--- config.mk ---
export PLATFORM = sky130hd
export DESIGN_NAME = ones_fill_gen
export DESIGN_NICKNAME = d
export VERILOG_FILES = /design/src/rtl/ones_fill_gen.sv
export SDC_FILE = /design/constraint.sdc
export NUM_CORES = 1
export LEC_CHECK = 0
export ABC_AREA = 0
export ABC_CLOCK_PERIOD_IN_PS = 1300
export CELL_PAD_IN_SITES_DETAIL_PLACEMENT = 1
export CELL_PAD_IN_SITES_GLOBAL_PLACEMENT = 1
export CORE_ASPECT_RATIO = 1.1
export CORE_MARGIN = 2
export CORE_UTILIZATION = 34
export CTS_BUF_LIST = sky130_fd_sc_hd__clkbuf_4
export DETAILED_ROUTE_END_ITERATION = 12
export PLACE_DENSITY_LB_ADDON = 0.1
export SYNTH_ARGS = -nofsm -noshare
export SYNTH_HDL_FRONTEND = slang
export SYNTH_SLANG_ARGS = --single-unit
--- constraint.sdc ---
create_clock -name clk -period 1.3 [get_ports clk]
set_input_delay 0.13 -clock clk [delete_from_list [all_inputs] [get_ports clk]]
set_output_delay 0.13 -clock clk [all_outputs]
set_load 0.02 [all_outputs]
--- src/rtl/ones_fill_gen.sv ---
//----------------------------------------------------------------------------
// ones_fill_gen
//
// Purpose:
//   Builds a thermometer-coded word holding min(count_in, data_width) ones,
//   packed at the least-significant end. One '1' is shifted in per clock
//   while filling. The finished word is then held with a valid/ready
//   handshake until the consumer takes it.
//
//   Flow: IDLE accepts a request -> FILL shifts in ones -> HOLD presents
//   the result. A zero-length request skips FILL and goes straight to HOLD.
//   A count larger than data_width is clamped, and this raises sat.
//
// Parameters:
//   data_width  - width of the generated word in bits
//   count_width - width of the requested count; must satisfy
//                 count_width >= clog2(data_width+1)
//
// Ports:
//   clk       in   single clock, rising-edge active
//   reset     in   asynchronous, active-low reset
//   in_valid  in   a request is present on count_in
//   in_ready  out  block is idle and can accept a request
//   count_in  in   requested number of ones
//   data_out  out  generated (or partially generated) word
//   out_valid out  data_out/sat hold the final result
//   out_ready in   consumer accepts the result
//   sat       out  request exceeded data_width and was clamped
//----------------------------------------------------------------------------
module ones_fill_gen #(
    parameter int data_width  = 4,
    parameter int count_width = 3
) (
    input  logic                   clk,
    input  logic                   reset,
    input  logic                   in_valid,
    output logic                   in_ready,
    input  logic [count_width-1:0] count_in,
    output logic [data_width-1:0]  data_out,
    output logic                   out_valid,
    input  logic                   out_ready,
    output logic                   sat
);

    typedef enum logic [1:0] {
        IDLE = 2'd0,
        FILL = 2'd1,
        HOLD = 2'd2
    } state_t;

    // data_width expressed in the count domain, used for clamping.
    localparam logic [count_width-1:0] FULL_COUNT = count_width'(data_width);

    // Constant 1 at word width.
    // Used to shift a '1' into the LSB without slicing data_out.
    // A slice such as data_out[data_width-2:0] would be illegal when data_width == 1.
    localparam logic [data_width-1:0] LSB_ONE = data_width'(1);

    state_t                 state;
    state_t                 next_state;
    logic [count_width-1:0] remaining;

    logic                   accept;
    logic                   over;
    logic [count_width-1:0] clamped;
    logic                   fill_done;

    // Request decode: acceptance only happens from IDLE.
    // Over-range requests are clamped to data_width.
    always_comb begin
        accept    = 1'b0;
        over      = 1'b0;
        clamped   = '0;
        fill_done = 1'b0;

        accept  = (state == IDLE) && in_valid;
        over    = (count_in > FULL_COUNT);
        clamped = over ? FULL_COUNT : count_in;
        // The FILL edge that consumes the last pending one also ends FILL.
        fill_done = (remaining <= count_width'(1));
    end

    // State register.
    always_ff @(posedge clk or negedge reset) begin
        if (!reset) begin
            state <= IDLE;
        end else begin
            state <= next_state;
        end
    end

    // Next-state logic.
    // A zero-length request goes straight to HOLD, so the result appears one cycle after acceptance.
    // A result is released only by HOLD -> IDLE, so a new request cannot be accepted on the release edge.
    always_comb begin
        next_state = state;
        case (state)
            IDLE: begin
                if (accept) begin
                    next_state = (clamped == '0) ? HOLD : FILL;
                end
            end
            FILL: begin
                if (fill_done) begin
                    next_state = HOLD;
                end
            end
            HOLD: begin
                if (out_ready) begin
                    next_state = IDLE;
                end
            end
            default: begin
                next_state = IDLE;
            end
        endcase
    end

    // Datapath registers.
    // data_out and sat are written only on acceptance and during FILL.
    // They therefore stay put through HOLD and the following IDLE.
    // remaining is guarded so it can never wrap below zero.
    always_ff @(posedge clk or negedge reset) begin
        if (!reset) begin
            data_out  <= '0;
            remaining <= '0;
            sat       <= 1'b0;
        end else begin
            case (state)
                IDLE: begin
                    if (accept) begin
                        data_out  <= '0;
                        remaining <= clamped;
                        sat       <= over;
                    end
                end
                FILL: begin
                    if (remaining != '0) begin
                        data_out  <= (data_out << 1) | LSB_ONE;
                        remaining <= remaining - count_width'(1);
                    end
                end
                default: begin
                end
            endcase
        end
    end

    // Handshake flags are pure decodes of the registered state.
    always_comb begin
        in_ready  = 1'b0;
        out_valid = 1'b0;

        in_ready  = (state == IDLE);
        out_valid = (state == HOLD);
    end

endmodule
==> metrics.md, run 1 <==
| Metric | Value |
|---|---|
| Mapped Cells | `50` |
| CP max stage cell | `dfrtp_1` |
| Clk network pwr share | `11.4%` |
| Sw Share | `39.97%` |
| Violations in the final reports | `setup timing` |
| Synth Area in Compound Gates | `25.11%` |
| Post-Route WL | `1442 µm` |
| Worst r2r dst | `remaining[0]$_DFFE_PN0P_` |
| Finished Cell Area | `834.6 µm²` |
| Clock sink total | `10` |
| Total gr overflow | `0` |
| Synth Area in Simple Gates | `17.18%` |
| Kind of cell adding the most delay to the critical path | `compound AO/OA/AOI/OAI gates` |
| Ranking of synthesized cells by area | `dfrtp_1 (44%), ha_1 (6.6%), a22o_1 (4.6%), o21bai_4 (3.3%), nor4b_1 (3.1%)` |
| Antenna violations before repair | `0` |
| Fmax | `743.6 MHz` |
| Routed via count divided by cell count | `5.076` |
| Status | `finished with violations` |
| Root buf cell | `clkbuf_4` |
| ANT cells | `0` |
| Startpoint types | `flop` |
| Clock latency on the worst-skew pair | `270 ps` |
| Fillers | `177` |
| Crit Path Class | `flop to flop` |
| Slowest stage delay, CP | `390 ps` |
| Ys Warns | `0` |
| Initial Utilization | `36.03%` |
| Lkg Pwr | `0.0003983 µW` |
| Port bufs | `13` |
| Top-area cell type share of the netlist area | `44.05%` |
| CP arrival | `1500 ps` |
| Max-slew headroom | `68.72%` |
| Vias | `467` |
| Slew Viols, Final | `0` |
| Most area-hungry cell type in the Yosys netlist | `dfrtp_1` |
| Pre-antenna DRT Iters | `1` |
| Commonest non-fill, non-tap cells in the layout | `dfrtp_1 (10), buf_4 (8), clkdlybuf4s50_1 (6)` |
| GPL Wtd Cong | `0.7139` |
| Count of cell types in the netlist | `27` |
| Num CTS Buffers | `3` |
| Largest net degree at the start of global routing | `11` |
| Nets | `86` |
| Hold crit path type | `input pin to async pin` |
| Non-filler instance count after layout | `92` |
| Vias in the first global route | `538` |
| Cell internal pwr | `1172 µW` |
| PD cells | `2339 mW/mm²` |
| Area grow syn2layout | `46.92%` |
| Clock buffer depth | `2` |
| Crit. End Element | `flop` |
| # H-tree levels | `1` |
| Die Area | `0.002014 mm²` |
| Synth Area in XOR/XNOR | `0%` |
| Final period util | `103.5%` |
| Peak VDD IR | `949.9 µV` |
| Seq/Total Area, Yosys | `44.05%` |
| Hold Fails Final Rpt | `0` |
| Die width | `42.97 µm` |
| Average size of a mapped cell | `11.36 µm²` |
| Drt wl/cell | `15.67 µm` |
| Logic gate share of total power | `60.2%` |
| Proportion of synthesized area in mux cells | `3.744%` |
| Minimum clock period | `1345 ps` |
| Post-DP Area | `774.5 µm²` |
| CTS tree | `done` |
| Netlist Area Pre-Place | `568.0 µm²` |
| Crit path cell chain | `inv_2 -> ha_4 -> nor2b_4 -> a21o_4 -> a211o_1` |
| Global-route wire length before repair | `2428 µm` |
| Post-DRT Antenna Nets | `0` |
| FP Rows | `15` |
| Largest family of logic cells by synthesized area | `compound AO/OA/AOI/OAI gates` |
| Post-Syn Nets | `60` |
| FF+latch count, synth | `10` |
| Reg2Reg Launch Point | `remaining[0]$_DFFE_PN0P_` |
| Worst-Margin Slew | `467.7 ps` |
| Synth Area in Adders | `6.608%` |
| Max Cap Viol | `0` |
| Clock transition at the registers of the reported paths | `70 ps` |
| Dpl cells | `86` |
| Die H | `46.87 µm` |
| RSZ-0062 raised after global routing | `yes` |
| Detailed router's first-iteration violation count | `0` |
| Final setup viols | `2` |
| Core area | `0.001577 mm²` |
| Total track usage | `17.31%` |
| Buffers plus inverters on the worst setup path | `1` |
| Worst setup margin | `-44.89 ps` |
| Commonest non-fill, non-tap cell in the layout | `dfrtp_1` |
| Net switching power | `780.4 µW` |
| # DRC | `0` |
| HPWL after DPL | `1103 µm` |
| CP required | `1460 ps` |
| R2R Setup Slk | `-40 ps` |
| Largest fanout on the critical path | `7` |
| Worst Skew | `2.266 ps` |
| R2R cell count | `5` |
| Dpl ws | `-112.4 ps` |
| Ports | `14` |
| Share of layout cells above drive strength 1 | `38.67%` |
| Sequential Power Share | `28.4%` |
[power groups by stage]
stage	Combinational (µW)	Sequential, µW	Clock (µW)
after floorplan	602	612	0
after global placement	1100	546	0
after detailed placement	1120	554	0
after CTS	1140	548	239
after global routing	1310	572	249
final	1170	555	222
[sequential cells by signal, summed over array words and instances, names as in the netlist]
register / cells
data_out: 4
remaining: 3
sat: 1
state: 2
[per-layer routing]
metal | vias up | share of wire, % | GRT usage, %
met5 | - | 0 | 0
met4 | 0 | 2.6 | 10.91
met3 | 5 | 4.0 | 3.462
met2 | 12 | 52 | 31.52
met1 | 219 | 41 | 18.90
li1 | 231 | - | -
[cells in the mapped netlist]
cell type	number
a211o_1	1
a211oi_1	1
a21o_1	1
a21o_4	1
a21oi_1	2
a22o_1	3
and4bb_2	1
buf_4	1
dfrtp_1	10
ha_1	3
inv_1	3
mux2_2	1
mux2i_1	1
nand2_1	2
nand2b_1	2
nand2b_4	1
nor2_1	2
nor2b_1	2
nor3_1	1
nor4b_1	2
o21a_1	1
o21ai_0	2
o21ba_2	1
o21bai_1	2
o21bai_4	1
o22ai_1	1
or3b_1	1
[worst max path at each step]
stage / start / endpoint / slack, ps / cells past startpoint
after global routing: remaining[0]$_DFFE_PN0P_ / remaining[0]$_DFFE_PN0P_ / -90 / 5
after CTS: remaining[0]$_DFFE_PN0P_ / remaining[0]$_DFFE_PN0P_ / -60 / 5
after floorplan: remaining[0]$_DFFE_PN0P_ / remaining[0]$_DFFE_PN0P_ / -4 / 5
after detailed placement: in_valid / sat$_DFFE_PN0P_ / -110 / 4
final: remaining[0]$_DFFE_PN0P_ / remaining[0]$_DFFE_PN0P_ / -40 / 5
after global placement: in_valid / sat$_DFFE_PN0P_ / -60 / 4
[metrics by stage]
step | power [µW] | setup TNS [ps] | hold slack [ps] | utilization [%]
after floorplan | 1214 | -4.289 | -165.6 | -
after global placement | 1643 | -193.1 | 462.6 | 49.13
after detailed placement | 1675 | -322.5 | 489.7 | 49.13
after CTS | 1926 | -107.1 | 193.1 | 52.22
after global routing | 2127 | -432.7 | 207.0 | 52.94
final | 1952 | -45.64 | 180.7 | 52.94
[layout make-up]
class	count	area [µm²]	share of cell area, %
multi-input cells	36	334.1	40.03
flip-flops and latches	10	250.2	29.99
repair buffers	22	191.4	22.94
clock buffers	3	22.52	2.699
well taps	17	21.27	2.549
inverters	3	11.26	1.349
clock inverters	1	3.754	0.4498
[logic make-up (layout without fill, tap and decap cells)]
logic type                 Yosys count  after routing
and+or+nand+nor                     14             14
adders and majority gates            3              3
buffers and inverters                4             29
muxes                                2              2
DFF                                 10             10
AOI/OAI and AO/OA                   17             17
[what timing repair did]
action	in CTS	in global routing
buffers inserted	1	1
setup endpoints to repair	14	12
hold buffers	0	0
pin swaps	4	3
gates resized for setup	15	8
No activity file was read; power rests on OpenSTA's default activity.
==> run 2, diff against run 1 <==
- TNS_END_PERCENT: not set -> 10
==> metrics.md, run 2 (synthesized netlist as in run 1, its figures left out) <==
| Metric | Value |
|---|---|
| Area occupied by multi-input gates | `321.6 µm² (-3.7%)` |
| Port bufs | `13 (unchanged)` |
| Status | `finished with violations` |
| Largest fanout on the critical path | `7 (unchanged)` |
| FP Rows | `15 (unchanged)` |
| Sequential Power Share | `29.8% (+1.4 points)` |
| Num CTS Buffers | `3 (unchanged)` |
| Max Cap Viol | `0 (unchanged)` |
| Ports | `14 (unchanged)` |
| Vias in the first global route | `529 (-1.7%)` |
| Dpl cells | `86 (unchanged)` |
| Clock transition at the registers of the reported paths | `70 ps (about the same)` |
| Total track usage | `17.15% (-0.16 points)` |
| PD cells | `2320 mW/mm² (-0.83%)` |
| HPWL after DPL | `1103 µm (unchanged)` |
| Commonest non-fill, non-tap cell in the layout | `dfrtp_1` |
| Clock buffer depth | `2 (unchanged)` |
| Hold Fails Final Rpt | `0 (unchanged)` |
| Post-DRT Antenna Nets | `0 (unchanged)` |
| Commonest non-fill, non-tap cells in the layout | `dfrtp_1 (10), buf_4 (7), clkdlybuf4s50_1 (6)` |
| Sw Share | `40.71% (+0.74 points)` |
| Lkg Pwr | `0.0003854 µW (-3.2%)` |
| Fillers | `178 (+0.56%)` |
| Largest register FFs | `4 (unchanged)` |
| Hold crit path type | `input pin to async pin` |
| Startpoint types | `flop` |
| Total gr overflow | `0 (unchanged)` |
| CTS Hold Buffers Added | `0 (unchanged)` |
| Minimum clock period | `1350 ps (+5.042 ps)` |
| Die width | `42.97 µm (unchanged)` |
| Post-DP Area | `774.5 µm² (unchanged)` |
| Top reg by flops | `data_out` |
| Largest net degree at the start of global routing | `11 (unchanged)` |
| Clk network pwr share | `12.3% (+0.9 points)` |
| ANT cells | `0 (unchanged)` |
| CP arrival | `1510 ps (about the same)` |
| Final setup viols | `4 (+2)` |
| Post-Route WL | `1433 µm (-0.62%)` |
| Clock latency on the worst-skew pair | `270 ps (about the same)` |
| GPL Wtd Cong | `0.7139 (unchanged)` |
| Crit. End Element | `flop` |
| Reg2Reg Launch Point | `remaining[0]$_DFFE_PN0P_` |
| Worst r2r dst | `remaining[0]$_DFFE_PN0P_` |
| Drt wl/cell | `15.92 µm (+1.6%)` |
| RSZ-0062 raised after global routing | `yes` |
| Finished Cell Area | `797.0 µm² (-4.5%)` |
| CP required | `1460 ps (about the same)` |
| R2R Setup Slk | `-50 ps (about the same)` |
| Root buf cell | `clkbuf_4` |
| Die H | `46.87 µm (unchanged)` |
| Cell internal pwr | `1096 µW (-6.5%)` |
| Violations in the final reports | `setup timing` |
| Area grow syn2layout | `40.31%` |
| Register area | `250.2 µm² (unchanged)` |
| Worst-Margin Slew | `477.4 ps (+9.741 ps)` |
| Die Area | `0.002014 mm² (unchanged)` |
| Detailed router's first-iteration violation count | `3 (+3)` |
| # H-tree levels | `1 (unchanged)` |
| Initial Utilization | `36.03% (unchanged)` |
| R2R cell count | `5 (unchanged)` |
| Regs by FF count | `data_out (4), remaining (3), state (2)` |
| Pre-antenna DRT Iters | `2 (+1)` |
| Crit Path Class | `flop to flop` |
| Share of layout cells above drive strength 1 | `34.25% (-4.4 points)` |
| Antenna violations before repair | `0 (unchanged)` |
| Max-slew headroom | `68.07% (-0.65 points)` |
| Fmax | `740.8 MHz (-0.37%)` |
| Logic gate share of total power | `57.9% (-2.3 points)` |
| Core area | `0.001577 mm² (unchanged)` |
| Worst Skew | `8.096 ps (+5.829 ps)` |
| Routed via count divided by cell count | `5.200 (+2.4%)` |
| # DRC | `0 (unchanged)` |
| CTS tree | `done` |
| Vias | `468 (+0.21%)` |
| Worst setup margin | `-49.93 ps (-5.042 ps)` |
| Global-route wire length before repair | `2401 µm (-1.1%)` |
| Peak VDD IR | `902.2 µV (-5.0%)` |
| Non-filler instance count after layout | `90 (-2.2%)` |
| Nets | `84 (-2.3%)` |
| Final period util | `103.8% (+0.39 points)` |
| Clock sink total | `10 (unchanged)` |
| Net switching power | `752.8 µW (-3.5%)` |
| Slew Viols, Final | `0 (unchanged)` |
==> run 2: cell types whose count changed in the layout (fill, tap and decap cells not counted) <==
cell	before	now
inv_1	1	2
buf_6	2	0
inv_2	2	1
buf_4	8	7
ha_4	1	0
ha_1	1	2
buf_2	0	1
==> run 2: power groups by stage <==
stage	Combinational (µW)	Clock (µW)	Sequential, µW
2_1_floorplan	602	0	612
3_3_place_gp	1100	0	546
3_5_place_dp	1120	0	554
4_1_cts	1090	239	548
5_1_grt	1190	249	570
6_report	1070	228	552
==> run 2: layout make-up <==
cell class	instances	share of cell area [%]
clock inverter	1	0.4710
sequential	10	31.40
timing repair buffer	20	20.88
clock buffer	3	2.826
multi-input combinational	36	40.35
inverter	3	1.413
tap	17	2.669
==> run 2: per-stage QoR <==
step / setup TNS [ps] / setup slack [ps] / util (%) / total power, µW / hold slack (ps)
after detailed placement: -322.5 / -112.4 / 49.13 / 1675 / 489.7
final: -68.19 / -49.93 / 50.56 / 1849 / 179.5
after floorplan: -4.289 / -4.289 / - / 1214 / -165.6
after global placement: -193.1 / -62.70 / 49.13 / 1643 / 462.6
after global routing: -503.2 / -96.43 / 50.56 / 2013 / 207.8
after CTS: -118.8 / -56.43 / 50.71 / 1875 / 193.1
==> run 2: how the worst max path moves through the flow <==
stage                             startpoint                       end  slack, ps
global placement                    in_valid           sat$_DFFE_PN0P_        -60
global route        remaining[0]$_DFFE_PN0P_  remaining[0]$_DFFE_PN0P_       -100
CTS                 remaining[0]$_DFFE_PN0P_  remaining[0]$_DFFE_PN0P_        -60
detailed placement                  in_valid           sat$_DFFE_PN0P_       -110
floorplan           remaining[0]$_DFFE_PN0P_  remaining[0]$_DFFE_PN0P_         -4
finish              remaining[0]$_DFFE_PN0P_  remaining[0]$_DFFE_PN0P_        -50
==> run 2: what timing repair did <==
action	4_1_cts	5_1_grt
gates resized for setup	12	5
endpoints found under the setup margin	14	12
buffers inserted	0	0
pin swaps	1	4
==> run 2: per-layer routing <==
metal  vias up  GRT usage (%)  wire, µm
met3         5          3.462        60
met1       224          18.90       579
li1        227              -         -
met2        12          30.91       755
met4         0          10.91        37
met5         -              0         0
==> run 2: critical path: stages, from the launching register on <==
cell and delay [ps]:
dfrtp_1 400, inv_2 50, ha_2 160, nor2b_4 130
a21o_4 230, a211o_1 260
==> run 3, diff against run 2 <==
- CAP_MARGIN: not set -> 20
==> results of run 3 <==
No change in the layout: final DEF, timing and power equal those of run 2.
